**config.mk**
```make
export PLATFORM = sky130hd
export DESIGN_NAME = pipeline_ctrl
export DESIGN_NICKNAME = d
export VERILOG_FILES = /design/src/rtl/pipeline_ctrl_pkg.sv /design/src/rtl/pipeline_ctrl_cnt.sv /design/src/rtl/pipeline_ctrl.sv
export SDC_FILE = /design/constraint.sdc
export NUM_CORES = 1
export LEC_CHECK = 0
export ABC_AREA = 1
export CORE_ASPECT_RATIO = 0.7
export CORE_MARGIN = 2
export CORE_UTILIZATION = 40
export DETAILED_ROUTE_END_ITERATION = 10
export PLACE_DENSITY = 0.79
export SLEW_MARGIN = 5
export SYNTH_ARGS = -nofsm -noshare
export SYNTH_HDL_FRONTEND = slang
export SYNTH_SLANG_ARGS = --single-unit
```
**constraint.sdc**
```tcl
create_clock -name clk_i -period 1.95 [get_ports clk_i]
set_input_delay 0.2925 -clock clk_i [delete_from_list [all_inputs] [get_ports clk_i]]
set_output_delay 0.2925 -clock clk_i [all_outputs]
set_load 0.02 [all_outputs]
```
**src/rtl/pipeline_ctrl_pkg.sv**
```systemverilog
// Shared definitions for the pipeline controller: FSM encodings, stall
// vector patterns and bit positions, and redirect address constants.
package pipeline_ctrl_pkg;

   typedef enum logic [1:0] {
      ST_RUN   = 2'd0,
      ST_MULTI = 2'd1,
      ST_DRAIN = 2'd2
   } state_e;

   typedef enum logic [2:0] {
      LVL_NONE = 3'd0,
      LVL_IF   = 3'd1,
      LVL_ID   = 3'd2,
      LVL_EX   = 3'd3,
      LVL_MEM  = 3'd4
   } stall_lvl_e;

   localparam int STALL_PC_BIT  = 5;
   localparam int STALL_IF_BIT  = 4;
   localparam int STALL_ID_BIT  = 3;
   localparam int STALL_EX_BIT  = 2;
   localparam int STALL_MEM_BIT = 1;
   localparam int STALL_WB_BIT  = 0;

   localparam logic [5:0] STALL_NONE = 6'b000000;
   localparam logic [5:0] STALL_IF   = 6'b110000;
   localparam logic [5:0] STALL_ID   = 6'b111000;
   localparam logic [5:0] STALL_EX   = 6'b111100;
   localparam logic [5:0] STALL_MEM  = 6'b111110;

   localparam logic [15:0] ZERO16          = 16'h0000;
   localparam logic [15:0] EXC_VECTOR_DEF  = 16'h0004;
   localparam int          DIV_CYCLES_DEF  = 16;

   // Each level freezes its own stage and every stage upstream of it.
   function automatic logic [5:0] stall_vec(input stall_lvl_e lvl);
      logic [5:0] v;
      case (lvl)
         LVL_IF:  v = STALL_IF;
         LVL_ID:  v = STALL_ID;
         LVL_EX:  v = STALL_EX;
         LVL_MEM: v = STALL_MEM;
         default: v = STALL_NONE;
      endcase
      return v;
   endfunction

endpackage

```
**src/rtl/pipeline_ctrl_cnt.sv**
```systemverilog
// Loadable 6-bit down counter with freeze; tracks remaining cycles of a
// multi-cycle EX operation.
module pipeline_ctrl_cnt
   import pipeline_ctrl_pkg::*;
(
   input  logic       clk,
   input  logic       rst,
   input  logic       clr,
   input  logic       load,
   input  logic [5:0] load_val,
   input  logic       dec,
   output logic [5:0] cnt
);

   // Clear dominates load, load dominates decrement; otherwise hold.
   always_ff @(posedge clk or posedge rst) begin
      if (rst) begin
         cnt <= 6'd0;
      end else if (clr) begin
         cnt <= 6'd0;
      end else if (load) begin
         cnt <= load_val;
      end else if (dec) begin
         cnt <= cnt - 6'd1;
      end else begin
         cnt <= cnt;
      end
   end

endmodule

```
**src/rtl/pipeline_ctrl.sv**
```systemverilog
// Pipeline hazard/exception controller: arbitrates stage stall requests,
// sequences multi-cycle EX ops and redirects the PC on exception/eret.
module pipeline_ctrl
   import pipeline_ctrl_pkg::*;
#(
   parameter int          DIV_CYCLES = DIV_CYCLES_DEF,
   parameter logic [15:0] EXC_VECTOR = EXC_VECTOR_DEF
)(
   input  logic        clk_i,
   input  logic        rst_i,
   input  logic        stallreq_if_i,
   input  logic        stallreq_id_i,
   input  logic        stallreq_ex_i,
   input  logic        stallreq_mem_i,
   input  logic        multi_start_i,
   input  logic        excp_valid_i,
   input  logic [15:0] excp_pc_i,
   input  logic        eret_i,
   output logic [5:0]  stall_o,
   output logic        flush_o,
   output logic [15:0] new_pc_o,
   output logic [15:0] epc_o,
   output logic        multi_done_o
);

   localparam logic [5:0] DIV_LOAD = 6'(DIV_CYCLES - 1);

   state_e      state;
   state_e      state_next;
   stall_lvl_e  lvl;
   logic [15:0] epc;
   logic [5:0]  cnt;
   logic        cnt_clr;
   logic        cnt_load;
   logic        cnt_dec;
   logic        epc_we;
   logic        flush;
   logic        done;
   logic [15:0] new_pc;

   pipeline_ctrl_cnt u_cnt (
      .clk      (clk_i),
      .rst      (rst_i),
      .clr      (cnt_clr),
      .load     (cnt_load),
      .load_val (DIV_LOAD),
      .dec      (cnt_dec),
      .cnt      (cnt)
   );

   // FSM state register.
   always_ff @(posedge clk_i or posedge rst_i) begin
      if (rst_i) begin
         state <= ST_RUN;
      end else begin
         state <= state_next;
      end
   end

   // Exception PC capture; only an exception writes it, eret only reads it.
   always_ff @(posedge clk_i or posedge rst_i) begin
      if (rst_i) begin
         epc <= ZERO16;
      end else if (epc_we) begin
         epc <= excp_pc_i;
      end else begin
         epc <= epc;
      end
   end

   // Next-state, stall arbitration, redirect and counter control.
   always_comb begin
      state_next = state;
      lvl        = LVL_NONE;
      flush      = 1'b0;
      new_pc     = ZERO16;
      done       = 1'b0;
      cnt_clr    = 1'b0;
      cnt_load   = 1'b0;
      cnt_dec    = 1'b0;
      epc_we     = 1'b0;

      case (state)
         ST_RUN, ST_MULTI: begin
            if (excp_valid_i) begin
               flush      = 1'b1;
               new_pc     = EXC_VECTOR;
               epc_we     = 1'b1;
               cnt_clr    = 1'b1;
               state_next = ST_DRAIN;
            end else if (eret_i) begin
               flush      = 1'b1;
               new_pc     = epc;
               cnt_clr    = 1'b1;
               state_next = ST_DRAIN;
            end else if (stallreq_mem_i) begin
               // Counter freezes; a pending start in RUN is not accepted yet.
               lvl = LVL_MEM;
            end else if (state == ST_MULTI) begin
               lvl     = LVL_EX;
               cnt_dec = 1'b1;
               if (cnt == 6'd1) begin
                  done       = 1'b1;
                  state_next = ST_RUN;
               end else begin
                  state_next = ST_MULTI;
               end
            end else if (multi_start_i) begin
               lvl        = LVL_EX;
               cnt_load   = 1'b1;
               state_next = ST_MULTI;
            end else if (stallreq_ex_i) begin
               lvl = LVL_EX;
            end else if (stallreq_id_i) begin
               lvl = LVL_ID;
            end else if (stallreq_if_i) begin
               lvl = LVL_IF;
            end else begin
               lvl = LVL_NONE;
            end
         end
         ST_DRAIN: begin
            state_next = ST_RUN;
         end
         default: begin
            cnt_clr    = 1'b1;
            state_next = ST_RUN;
         end
      endcase
   end

   // Outputs are forced quiet while reset is held, independent of requests.
   always_comb begin
      if (rst_i) begin
         stall_o      = STALL_NONE;
         flush_o      = 1'b0;
         new_pc_o     = ZERO16;
         multi_done_o = 1'b0;
      end else begin
         stall_o      = stall_vec(lvl);
         flush_o      = flush;
         new_pc_o     = new_pc;
         multi_done_o = done;
      end
   end

   assign epc_o = epc;

endmodule

```
==> impl_metrics.xml, run 1 <==
<?xml version="1.0" encoding="UTF-8"?>
<metrics>
  <group name="status">
    <metric name="run_status" unit="">finished, final reports clean</metric>
  </group>
  <group name="sta">
    <metric name="finalSetupViolations" unit="">0</metric>
    <metric name="layout_min_cycle_time" unit="ns">1.89</metric>
    <metric name="final-max-slew-violation-count" unit="">0</metric>
    <metric name="tns" unit="ns">0</metric>
    <metric name="setup_ws" unit="ns">0.0621</metric>
    <metric name="finalHoldViolCount" unit="">0</metric>
    <metric name="setup_repair_after_global_routing_missed_its_margin" unit="">true</metric>
    <metric name="max_freq" unit="GHz">0.530</metric>
    <metric name="clock_skew" unit="ns">0.00259</metric>
    <metric name="timing.final.crit_share" unit="%">96.8</metric>
  </group>
  <group name="critical_path">
    <metric name="timing.critical_path.to" unit="">new_pc_o[15]</metric>
    <metric name="reg2reg_from" unit="">state[1]</metric>
    <metric name="setup.worst_path.start_class" unit="">input pin</metric>
    <metric name="cpPeakStageDelay" unit="ns">0.57</metric>
    <metric name="path_depth" unit="">5</metric>
    <metric name="worst-r2r-cell-count" unit="">9</metric>
    <metric name="regToRegSetupSlack" unit="ns">0.61</metric>
    <metric name="worstPathCellList" unit="">clkdlybuf4s50_1 &gt; nand4_1 &gt; buf_6 &gt; nor2_1 &gt; clkdlybuf4s15_1</metric>
    <metric name="critical_path.slowest_cell" unit="">sky130_fd_sc_hd__clkdlybuf4s50_1</metric>
    <metric name="critical_path_class" unit="">in -&gt; out</metric>
    <metric name="critical-path-top-delay-family" unit="">buffers and inverters</metric>
    <metric name="timing.critical_path.buf_inv" unit="">3</metric>
    <metric name="worstPathMaxFanout" unit="">15</metric>
    <metric name="worstSetupStartpoint" unit="">eret_i</metric>
    <metric name="wp_data_required" unit="ns">1.66</metric>
    <metric name="critical_path.reg2reg.endpoint" unit="">u_cnt.cnt[4]</metric>
    <metric name="critPathCaptureType" unit="">output pin</metric>
    <metric name="cp_data_arrival_time" unit="ns">1.60</metric>
  </group>
  <group name="yosys">
    <metric name="netlist_instances" unit="">170</metric>
    <metric name="synthesis.area" unit="sq um">1330</metric>
    <metric name="synth.avg_cell_area" unit="sq um">7.81</metric>
    <metric name="synth.area.top_cells" unit="">sky130_fd_sc_hd__dfrtp_1 45%, sky130_fd_sc_hd__nor2_1 12%, sky130_fd_sc_hd__inv_1 6.5%, sky130_fd_sc_hd__a21oi_1 5.7%, sky130_fd_sc_hd__nand2_1 5.7%</metric>
    <metric name="ys_seq_area_share" unit="%">45.2</metric>
    <metric name="ys_seq_elements" unit="">24</metric>
    <metric name="synth.top_cell.area_share" unit="%">45.2</metric>
    <metric name="synth_area_leader_cell" unit="">sky130_fd_sc_hd__dfrtp_1</metric>
    <metric name="syn_nets" unit="">197</metric>
    <metric name="ys_types" unit="">27</metric>
    <metric name="synth.yosys.warnings" unit="">0</metric>
  </group>
  <group name="place">
    <metric name="half_perimeter_wire_length_of_the_detailed_placement_result" unit="um">2500</metric>
    <metric name="port_buffers" unit="">63</metric>
    <metric name="gp_congestion" unit="">0.836</metric>
    <metric name="dpl_cell_area" unit="sq um">2090</metric>
    <metric name="placement_stage_worst_setup_slack" unit="ns">-0.311</metric>
  </group>
  <group name="layout">
    <metric name="fill_cells" unit="">298</metric>
    <metric name="nets" unit="">275</metric>
    <metric name="drive_gt1_share" unit="%">22.4</metric>
    <metric name="area_of_the_multi_input_gates" unit="sq um">604</metric>
    <metric name="final_design_area_no_fill" unit="sq um">2060</metric>
    <metric name="layout.area.seq" unit="sq um">601</metric>
    <metric name="syn2layout_area_growth" unit="%">55.5</metric>
    <metric name="num_antenna_cells" unit="">0</metric>
  </group>
  <group name="route">
    <metric name="route.detailed.wl_per_inst" unit="um">11.2</metric>
    <metric name="drtAntennaViolNets" unit="">0</metric>
    <metric name="drt_first_iter_violations" unit="">89</metric>
    <metric name="via_per_inst" unit="">4.65</metric>
    <metric name="detail_route.wirelength" unit="um">3190</metric>
    <metric name="route.vias.total" unit="">1321</metric>
    <metric name="drt_drc_violations_left" unit="">0</metric>
    <metric name="detail_route.first_pass.iterations" unit="">4</metric>
  </group>
  <group name="floorplanning">
    <metric name="die_height" unit="um">52.2</metric>
    <metric name="core-area" unit="sq um">3170</metric>
    <metric name="design.die.area" unit="sq um">3800</metric>
    <metric name="core.rowCount" unit="">17</metric>
    <metric name="ioPinCount" unit="">65</metric>
    <metric name="initial_utilization" unit="%">41.9</metric>
    <metric name="dieWidth" unit="um">72.9</metric>
  </group>
  <group name="clock_tree">
    <metric name="clock_latency" unit="ns">0.26</metric>
    <metric name="clkSinkCount" unit="">24</metric>
    <metric name="cts_setup_buffers" unit="">0</metric>
    <metric name="clk_path_buf_depth" unit="">2</metric>
    <metric name="cts_tree" unit="">done</metric>
    <metric name="cts-resized-gates" unit="">28</metric>
    <metric name="hold_buffers" unit="">0</metric>
    <metric name="root_buffer_selected_by_cts" unit="">sky130_fd_sc_hd__clkbuf_8</metric>
    <metric name="cts_htree_levels" unit="">1</metric>
    <metric name="cts_buffers" unit="">3</metric>
    <metric name="clk_pin_slew" unit="ns">0.08</metric>
  </group>
  <group name="global_route">
    <metric name="largest_net_degree_at_the_start_of_global_routing" unit="">31</metric>
    <metric name="number_of_antenna_violations_at_the_first_check_in_global_routing" unit="">0</metric>
    <metric name="grt_pass1_vias" unit="">1228</metric>
    <metric name="wire_length_of_the_first_global_routing_pass" unit="um">5380</metric>
    <metric name="globalRouteOverflowTotal" unit="">0</metric>
    <metric name="grt.total_usage" unit="%">18.2</metric>
  </group>
  <group name="power_and_ir_drop">
    <metric name="vdd_drop_max" unit="uV">429</metric>
    <metric name="power_density" unit="nW/um^2">725</metric>
    <metric name="power.leakage" unit="nW">1.08</metric>
  </group>
  <group name="flow_run">
    <metric name="max_cap_viol_count" unit="">0</metric>
  </group>
  <group name="hold_path">
    <metric name="hold_class" unit="">in -&gt; async</metric>
  </group>
</metrics>
layer usage:
metal	track usage (%)	wire length (um)
met5	0	0
met1	24.6	1570
met3	5.96	218
met4	2.78	0
met2	28.9	1400
metrics by stage:
stage / utilization [%] / hold slack (ns) / std cells / total power, mW
floorplan: - / 0.179 / 170 / 0.964
global placement: 66.1 / 0.516 / 281 / 1.23
detailed placement: 66.1 / 0.523 / 281 / 1.24
CTS: 66.7 / 0.512 / 284 / 1.51
global route: 65.1 / 0.223 / 284 / 1.60
finish: 65.1 / 0.190 / 284 / 1.50
sequential cells by signal, indices dropped and copies added, names as in the netlist:
name	count
u_cnt.cnt	6
epc_o	16
state	2
worst min path at each step:
stage	end	cells after the start	slack (ns)	from
finish	state[1]	3	0.19	rst_i
detailed placement	epc_o[13]	2	0.52	epc_o[13]
floorplan	epc_o[0]	1	0.18	rst_i
CTS	state[1]	3	0.51	rst_i
global placement	epc_o[15]	2	0.52	epc_o[15]
global route	u_cnt.cnt[0]	3	0.22	rst_i
logic make-up after synthesis:
| family | synth area share, % |
|---|---|
| simple gates | 28.1 |
| buf+inv | 9.99 |
| compound gates | 11.7 |
| flops | 45.2 |
| xor+xnor | 1.98 |
| fa+ha+maj | 1.88 |
| other cells | 0.282 |
| mux | 0.848 |
cell usage in the layout, fill, tap and decap left out:
cell type	synthesis	layout
sky130_fd_sc_hd__dlygate4sd2_1	0	2
sky130_fd_sc_hd__nand2_1	20	19
sky130_fd_sc_hd__clkdlybuf4s50_1	0	39
sky130_fd_sc_hd__buf_2	4	1
sky130_fd_sc_hd__o21ai_2	2	2
sky130_fd_sc_hd__clkbuf_8	0	3
sky130_fd_sc_hd__a41oi_2	0	1
sky130_fd_sc_hd__nor2_1	42	42
sky130_fd_sc_hd__a31oi_1	1	1
sky130_fd_sc_hd__mux2_2	1	1
sky130_fd_sc_hd__clkdlybuf4s15_1	0	4
sky130_fd_sc_hd__a41oi_1	2	1
sky130_fd_sc_hd__buf_6	0	1
sky130_fd_sc_hd__nor3_1	2	2
sky130_fd_sc_hd__a21oi_1	15	15
sky130_fd_sc_hd__inv_2	3	3
sky130_fd_sc_hd__nor2_2	1	1
sky130_fd_sc_hd__xor2_1	2	2
sky130_fd_sc_hd__inv_1	23	22
sky130_fd_sc_hd__nand3_1	6	6
sky130_fd_sc_hd__o21ai_0	2	2
sky130_fd_sc_hd__o21a_1	1	1
sky130_fd_sc_hd__clkinvlp_4	0	1
sky130_fd_sc_hd__nand2_2	3	4
sky130_fd_sc_hd__clkbuf_2	0	16
sky130_fd_sc_hd__nor2_4	4	4
sky130_fd_sc_hd__nand2_4	1	1
sky130_fd_sc_hd__buf_4	2	15
sky130_fd_sc_hd__dfrtp_1	24	24
sky130_fd_sc_hd__o21ai_4	1	1
sky130_fd_sc_hd__xnor2_1	1	1
sky130_fd_sc_hd__ha_1	2	2
sky130_fd_sc_hd__conb_1	1	1
sky130_fd_sc_hd__nand4_1	3	3
sky130_fd_sc_hd__o21ai_1	1	1
sky130_fd_sc_hd__dlymetal6s2s_1	0	1
power breakdown:
| group | total [mW] | internal, mW | switching [mW] | leakage [nW] |
|---|---|---|---|---|
| combinational | 0.584 | 0.268 | 0.316 | 0.773 |
| sequential | 0.633 | 0.579 | 0.0540 | 0.282 |
| clock | 0.280 | 0.138 | 0.143 | 0.0216 |
synth_stat cells:
library cell / instances
sky130_fd_sc_hd__xor2_1: 2
sky130_fd_sc_hd__nor3_1: 2
sky130_fd_sc_hd__buf_2: 4
sky130_fd_sc_hd__a41oi_1: 2
sky130_fd_sc_hd__a21oi_1: 15
sky130_fd_sc_hd__o21ai_2: 2
sky130_fd_sc_hd__nand2_2: 3
sky130_fd_sc_hd__nor2_2: 1
sky130_fd_sc_hd__a31oi_1: 1
sky130_fd_sc_hd__nand2_1: 20
sky130_fd_sc_hd__o21a_1: 1
sky130_fd_sc_hd__xnor2_1: 1
sky130_fd_sc_hd__buf_4: 2
sky130_fd_sc_hd__nor2_4: 4
sky130_fd_sc_hd__o21ai_4: 1
sky130_fd_sc_hd__dfrtp_1: 24
sky130_fd_sc_hd__mux2_2: 1
sky130_fd_sc_hd__nand3_1: 6
sky130_fd_sc_hd__inv_2: 3
sky130_fd_sc_hd__ha_1: 2
sky130_fd_sc_hd__nand4_1: 3
sky130_fd_sc_hd__o21ai_1: 1
sky130_fd_sc_hd__inv_1: 23
sky130_fd_sc_hd__o21ai_0: 2
sky130_fd_sc_hd__nand2_4: 1
sky130_fd_sc_hd__nor2_1: 42
sky130_fd_sc_hd__conb_1: 1
final cells by class:
cell class | instances | share of cell area (%)
repair buffers | 79 | 32.4
multi-input cells | 114 | 29.3
flip-flops and latches | 24 | 29.1
inverters | 26 | 4.91
well taps | 38 | 2.30
clock buffers | 3 | 2.00
worst register-to-register path: cells and delay by family (launching register included):
| family | cells | cell delay [ns] |
|---|---|---|
| buffers and inverters | 2 | 0.24 |
| DFF | 1 | 0.40 |
| and+or+nand+nor | 7 | 0.60 |
Note: power is estimated with default switching activity, not from simulation.
==> run 2: changes to the inputs <==
- CTS_CLUSTER_SIZE: default -> 30
==> results of run 2 <==
Final layout, timing and power as in run 1 (identical DEF).
